==> config.mk <==
export PLATFORM = sky130hd
export DESIGN_NAME = score_packer
export DESIGN_NICKNAME = d
export VERILOG_FILES = /design/src/rtl/nn_pkg.sv /design/src/rtl/score_requant.sv /design/src/rtl/score_packer.sv
export SDC_FILE = /design/constraint.sdc
export NUM_CORES = 2
export LEC_CHECK = 0
export BUFFER_PORTS_ARGS = -buffer_cell sky130_fd_sc_hd__buf_4
export CAP_MARGIN = 10
export CORE_MARGIN = 10
export CORE_UTILIZATION = 58
export CTS_CLUSTER_SIZE = 40
export DETAILED_ROUTE_END_ITERATION = 10
export GPL_TIMING_DRIVEN = 1
export PLACE_DENSITY_LB_ADDON = 0.1
export SLEW_MARGIN = 30
export SYNTH_ARGS = -nofsm -noshare
export SYNTH_HDL_FRONTEND = slang
export SYNTH_SLANG_ARGS = --single-unit
==> constraint.sdc <==
create_clock -name i_clk -period 41.2 [get_ports i_clk]
set_input_delay 8.24 -clock i_clk [delete_from_list [all_inputs] [get_ports i_clk]]
set_output_delay 8.24 -clock i_clk [all_outputs]
set_load 0.05 [all_outputs]
==> src/rtl/nn_pkg.sv <==
// Shared types and helpers for the network output stage.
// Holds the packer FSM state enum and the unsigned saturation helper.
package nn_pkg;

  typedef enum logic [0:0] {
    s_COLLECT,
    s_HOLD
  } t_packer_states;

  // Clamp a signed value into [0, 2^width-1]; result is zero-extended to 64 bits.
  function automatic logic [63:0] sat_unsigned(input logic signed [63:0] value,
                                               input int unsigned        width);
    logic signed [63:0] max_v;
    max_v = (64'sd1 <<< width) - 64'sd1;
    if (value < 64'sd0) begin
      return '0;
    end else if (value > max_v) begin
      return max_v;
    end else begin
      return value;
    end
  endfunction

endpackage

==> src/rtl/score_requant.sv <==
// Combinational requantizer: arithmetic shift of a signed accumulator, then unsigned clamp.
// Round-half-up before the shift when SCORE_PACKER_ROUND_EN is defined.
module score_requant
  import nn_pkg::*;
#(
  parameter int unsigned ACC_WIDTH  = 32,
  parameter int unsigned DATA_WIDTH = 16,
  parameter int unsigned SHIFT      = 8
) (
  input  logic [ACC_WIDTH-1:0]  i_acc,
  output logic [DATA_WIDTH-1:0] o_score
);

`ifdef SCORE_PACKER_ROUND_EN
  // 2^(SHIFT-1), or zero when SHIFT is 0.
  localparam logic [63:0] RoundAdd64 = (64'd1 << SHIFT) >> 1;
`endif

  logic signed [ACC_WIDTH:0] t_ext;
  logic signed [ACC_WIDTH:0] t_rnd;
  logic signed [ACC_WIDTH:0] t_sh;
  logic        [63:0]        sat;
  logic                      unused_sat_msb;

  always_comb begin
    // One extra bit so the rounding add cannot overflow.
    t_ext = $signed({i_acc[ACC_WIDTH-1], i_acc});
`ifdef SCORE_PACKER_ROUND_EN
    t_rnd = t_ext + $signed(RoundAdd64[ACC_WIDTH:0]);
`else
    t_rnd = t_ext;
`endif
    t_sh    = t_rnd >>> SHIFT;
    sat     = sat_unsigned({{(63 - ACC_WIDTH){t_sh[ACC_WIDTH]}}, t_sh}, DATA_WIDTH);
    o_score = sat[DATA_WIDTH-1:0];
  end

  assign unused_sat_msb = ^sat[63:DATA_WIDTH];

endmodule

==> src/rtl/score_packer.sv <==
// Packs requantized per-class scores into one wide vector with valid/ready output.
// Build option: SCORE_PACKER_ROUND_EN selects round-half-up in the requantizer.
module score_packer
  import nn_pkg::*;
#(
  parameter int unsigned N_PARALLEL = 30,
  parameter int unsigned DATA_WIDTH = 16,
  parameter int unsigned ACC_WIDTH  = 32,
  parameter int unsigned SHIFT      = 8
) (
  input  logic                             i_clk,
  input  logic                             i_reset,
  input  logic [ACC_WIDTH-1:0]             i_data,
  input  logic                             i_valid,
  input  logic                             i_last,
  output logic                             o_ready,
  input  logic                             i_ready,
  output logic [N_PARALLEL*DATA_WIDTH-1:0] o_data,
  output logic                             o_valid,
  output logic                             o_error
);

  localparam int unsigned     CntW   = $clog2(N_PARALLEL);
  localparam logic [CntW-1:0] CntMax = CntW'(N_PARALLEL - 1);

  t_packer_states                         r_state;
  logic [CntW-1:0]                        r_cntr;
  logic [N_PARALLEL-1:0][DATA_WIDTH-1:0]  r_stage;
  logic [N_PARALLEL-1:0][DATA_WIDTH-1:0]  packed_next;
  logic [DATA_WIDTH-1:0]                  score;
  logic                                   accept;
  logic                                   is_final;
  logic                                   exact_end;

  score_requant #(
    .ACC_WIDTH (ACC_WIDTH),
    .DATA_WIDTH(DATA_WIDTH),
    .SHIFT     (SHIFT)
  ) u_requant (
    .i_acc  (i_data),
    .o_score(score)
  );

  // Ready combinationally follows the downstream ready while a vector is held.
  assign o_ready   = (r_state == s_COLLECT) || i_ready;
  assign accept    = i_valid && o_ready;
  assign exact_end = i_last && (r_cntr == CntMax);
  assign is_final  = i_last || (r_cntr == CntMax);

  // Staged slots below the current one, current beat in its slot, zeros above.
  always_comb begin
    packed_next = '0;
    for (int k = 0; k < N_PARALLEL; k++) begin
      if (CntW'(k) < r_cntr) begin
        packed_next[k] = r_stage[k];
      end else if (CntW'(k) == r_cntr) begin
        packed_next[k] = score;
      end
    end
  end

  always_ff @(posedge i_clk or posedge i_reset) begin
    if (i_reset) begin
      r_state <= s_COLLECT;
      r_cntr  <= '0;
      r_stage <= '0;
      o_data  <= '0;
      o_valid <= 1'b0;
      o_error <= 1'b0;
    end else begin
      o_error <= 1'b0;
      if (accept && is_final) begin
        // Covers both a fresh load and a reload in the same cycle as a drain.
        o_data  <= packed_next;
        o_valid <= 1'b1;
        o_error <= !exact_end;
        r_stage <= '0;
        r_cntr  <= '0;
        r_state <= s_HOLD;
      end else begin
        if (accept) begin
          r_stage[r_cntr] <= score;
          r_cntr          <= r_cntr + CntW'(1);
        end
        if (r_state == s_HOLD && i_ready) begin
          r_state <= s_COLLECT;
          o_valid <= 1'b0;
        end
      end
    end
  end

endmodule

==> summary.md <==
| Metric | Value |
|---|---|
| Core Util, Final | `69.25%` |
| Layout Nets | `3854` |
| Layout cells sized above 1 | `22.19%` |
| Core area | `0.06835 mm²` |
| DRT Wirelength | `131200 µm` |
| Dpl cell area | `0.04385 mm²` |
| Final TNS setup | `0 ns` |
| # rows | `96` |
| Synth Flop Type | `dfrtp_1` |
| Worst setup SP type | `input pin` |
| RSZ-0062 raised after global routing | `no` |
| Worst-path cell chain | `buf_4 > nand2b_1 > buf_4` |
| Tot GR Track Use | `32.25%` |
| # port buffers | `511` |
| Die Y | `282.1 µm` |
| Hold crit path type | `flip-flop to flip-flop` |
| HPWL after DPL | `83040 µm` |
| Synth top area cells | `dfrtp_1 61%, a22o_1 10%, a22oi_1 8.7%` |
| Placed insts | `4595` |
| Cells after synthesis | `3537` |
| Synth Warn # | `0` |
| Critical path fanouts, max | `10` |
| CTS buffer count | `96` |
| Syn Area/Cell | `11.26 µm²` |
| CTS root buf | `clkbuf_16` |
| Top delay family on crit path | `simple AND/OR/NAND/NOR gates` |
| Post-route insts no fill | `4771` |
| MaxCap Viol Count | `0` |
| Final Critical Period | `17.48 ns` |
| Clock transition at the registers of the reported paths | `0.06 ns` |
| Asr flop ratio synth | `100.0%` |
| Crit. End Element | `output port` |
| Setup Viol. Count Final | `0` |
| Pin count of the biggest net entering global routing | `266` |
| Mean routed wirelength per cell | `27.50 µm` |
| Setup crit start | `i_ready` |
| CTS tree | `yes` |
| Post-CTS Hold Buffers | `0` |
| Arr. time, crit path | `9.24 ns` |
| Top Ports | `520` |
| Clock latency at the later pin of the worst-skew pair | `0.66 ns` |
| Most frequent cell on the critical path | `buf_4` |
| First-pass GRT wire length | `196700 µm` |
| GP Congestion | `0.8802` |
| WP buf/inv | `2` |
| Critical path type | `input pin to output port` |
| Peak Freq | `57.20 MHz` |
| Vias in the first global route | `31330` |
| Design Area, Final | `0.04733 mm²` |
| Total Power | `2.162 mW` |
| Area grow syn2layout | `18.83%` |
| DIE WIDTH | `282.1 µm` |
| WL met2 | `61660 µm` |
| Sequential-to-total area share from yosys stat | `60.75%` |
| Final Hold Vio Count | `0` |
| Wl on met1 | `50540 µm` |
| Number of gates resized after cts | `0` |
| Post-CTS setup buffers | `0` |
| Clock Sinks | `967` |
| Flops & latches, synth | `967` |
| Fin. max-slew vios | `0` |
| Pleak | `21.47 nW` |
| DR DRC count | `0` |
| FILL cells | `4935` |
| Number of synthesized flops with an enable pin | `0` |
| PD cells | `45.68 mW/mm²` |
| Initial DRC Count | `4386` |
| Uppermost layer routed | `met5` |
| Final setup margin | `23.72 ns` |
| CP max stage cell | `nand2b_1` |
| Initial Util | `58.28%` |
| Req. time, crit path | `32.96 ns` |
| DRT antenna net count | `0` |
| Pre-CTS WS | `23.77 ns` |
| Slew HR | `29.53%` |
| Routed vias | `31850` |
| Metal3 WL | `12350 µm` |
| Period utilization | `42.43%` |
| Status | `finished, final reports clean` |
| Max stage delay on crit path | `0.60 ns` |
| Peak VDD IR | `0.00003371 V` |
| Ant. Diodes | `0` |
| Hold_ws | `0.4829 ns` |
| Die Area | `0.07956 mm²` |
| Initial antenna violation count | `1` |
| Max clock buf depth | `3` |
| DR pass1 iterations | `6` |
| Syn Nets | `3578` |
| GRT overflow | `0` |
| Clock Skews | `0.01620 ns` |
| Hold Startpoint | `o_data[434]` |
| Synthesized area | `0.03983 mm²` |
| FF-to-FF Start | `r_cntr[4]` |
| Vias per inst | `6.676` |
| Yosys top cell by area | `dfrtp_1` |
| Netlist cell types | `61` |
| CTS H-tree lvls | `3` |
| Synth top area share | `60.75%` |
| Slew at the pin closest to its max-slew limit | `1.047 ns` |
-- cells in the mapped netlist (all sizes together) (2+ instances only) --
cell type	count
o21a	3
nand4b	2
a31o	2
o2111ai	2
nand2b	7
nor2b	7
a21o	3
dfrtp	967
nand3	6
and3b	2
nand2	509
o21ai	516
ha	4
and3	6
clkbuf	206
buf	180
a21oi	25
a22o	475
nor2	39
mux2i	21
nor3	33
a21boi	2
a22oi	463
and2	7
or3	2
nand4	3
o21bai	2
nor3b	3
nand3b	2
nor4	21
inv	7
-- per-layer routing --
metal	up-vias	GRT usage (%)
met5	-	0
met4	2	16.15
met3	328	7.059
met2	1731	50.03
met1	16230	42.66
li1	13560	-
-- kinds of logic (layout without fill, tap and decap cells) --
kind of cell / count (synthesis) / count (layout) / share of synthesized area, %
buf+inv: 393 / 745 / 4.385
flops: 967 / 967 / 60.75
simple gates: 654 / 654 / 7.479
xor+xnor: 1 / 1 / 0.02199
compound gates: 1497 / 1497 / 26.71
fa+ha+maj: 4 / 4 / 0.1257
mux: 21 / 21 / 0.5277
-- tightest hold or removal path, delay by kind of cell (launching register included) --
family,cells,cell delay (ns)
flops,1,0.34
simple gates,1,0.05
compound gates,1,0.06
-- final timing paths --
kind	endpoint	slack (ns)	cells past startpoint
setup reg to reg	o_data[146]	37.16	7
hold / removal	o_data[434]	0.48	2
min in group asynchronous	o_data[438]	7.69	2
setup / recovery	o_ready	23.72	3
max in group asynchronous	o_data[151]	31.01	5
hold reg to reg	o_data[434]	0.48	2
-- power by group --
| group | switching, mW | internal (mW) |
|---|---|---|
| Combinational | 0.203 | 0.0586 |
| Clock | 0.371 | 0.529 |
| Sequential | 0.0229 | 0.978 |
| Total | 0.597 | 1.56 |
-- flip-flops by register name, indices dropped and copies added (netlist names) --
name	cells
r_cntr	5
r_stage	480
r_state	1
o_data	480
o_error	1
-- layout by cell type, fill, tap and decap left out, drive strengths merged, types with 2 or more instances in the layout --
cell type	instances
ha	4
a21boi	2
and3b	2
clkinv	17
nor4	21
mux2i	21
a22oi	463
nor2b	7
or3	2
nor3b	3
a22o	475
inv	10
nor3	33
nor2	39
buf	564
and3	6
clkbuf	148
a21o	3
nand4b	2
nand3b	2
nand4	3
o21a	3
dfrtp	967
nand2	509
a21oi	25
o21bai	2
nand3	6
nand2b	7
and2	7
bufinv	6
o21ai	516
o2111ai	2
a31o	2
-- area by class of cell --
type	instances	area, µm²	share of cell area, %
Timing Repair Buffer	564	4373	9.239
Clock inverter	26	291.5	0.6159
Clock buffer	148	2952	6.236
Tap cell	882	1104	2.332
Inverter	7	33.78	0.07138
Multi-Input combinational cell	2177	14370	30.37
Sequential cell	967	24200	51.14
No activity file was read; power rests on OpenSTA's default activity.
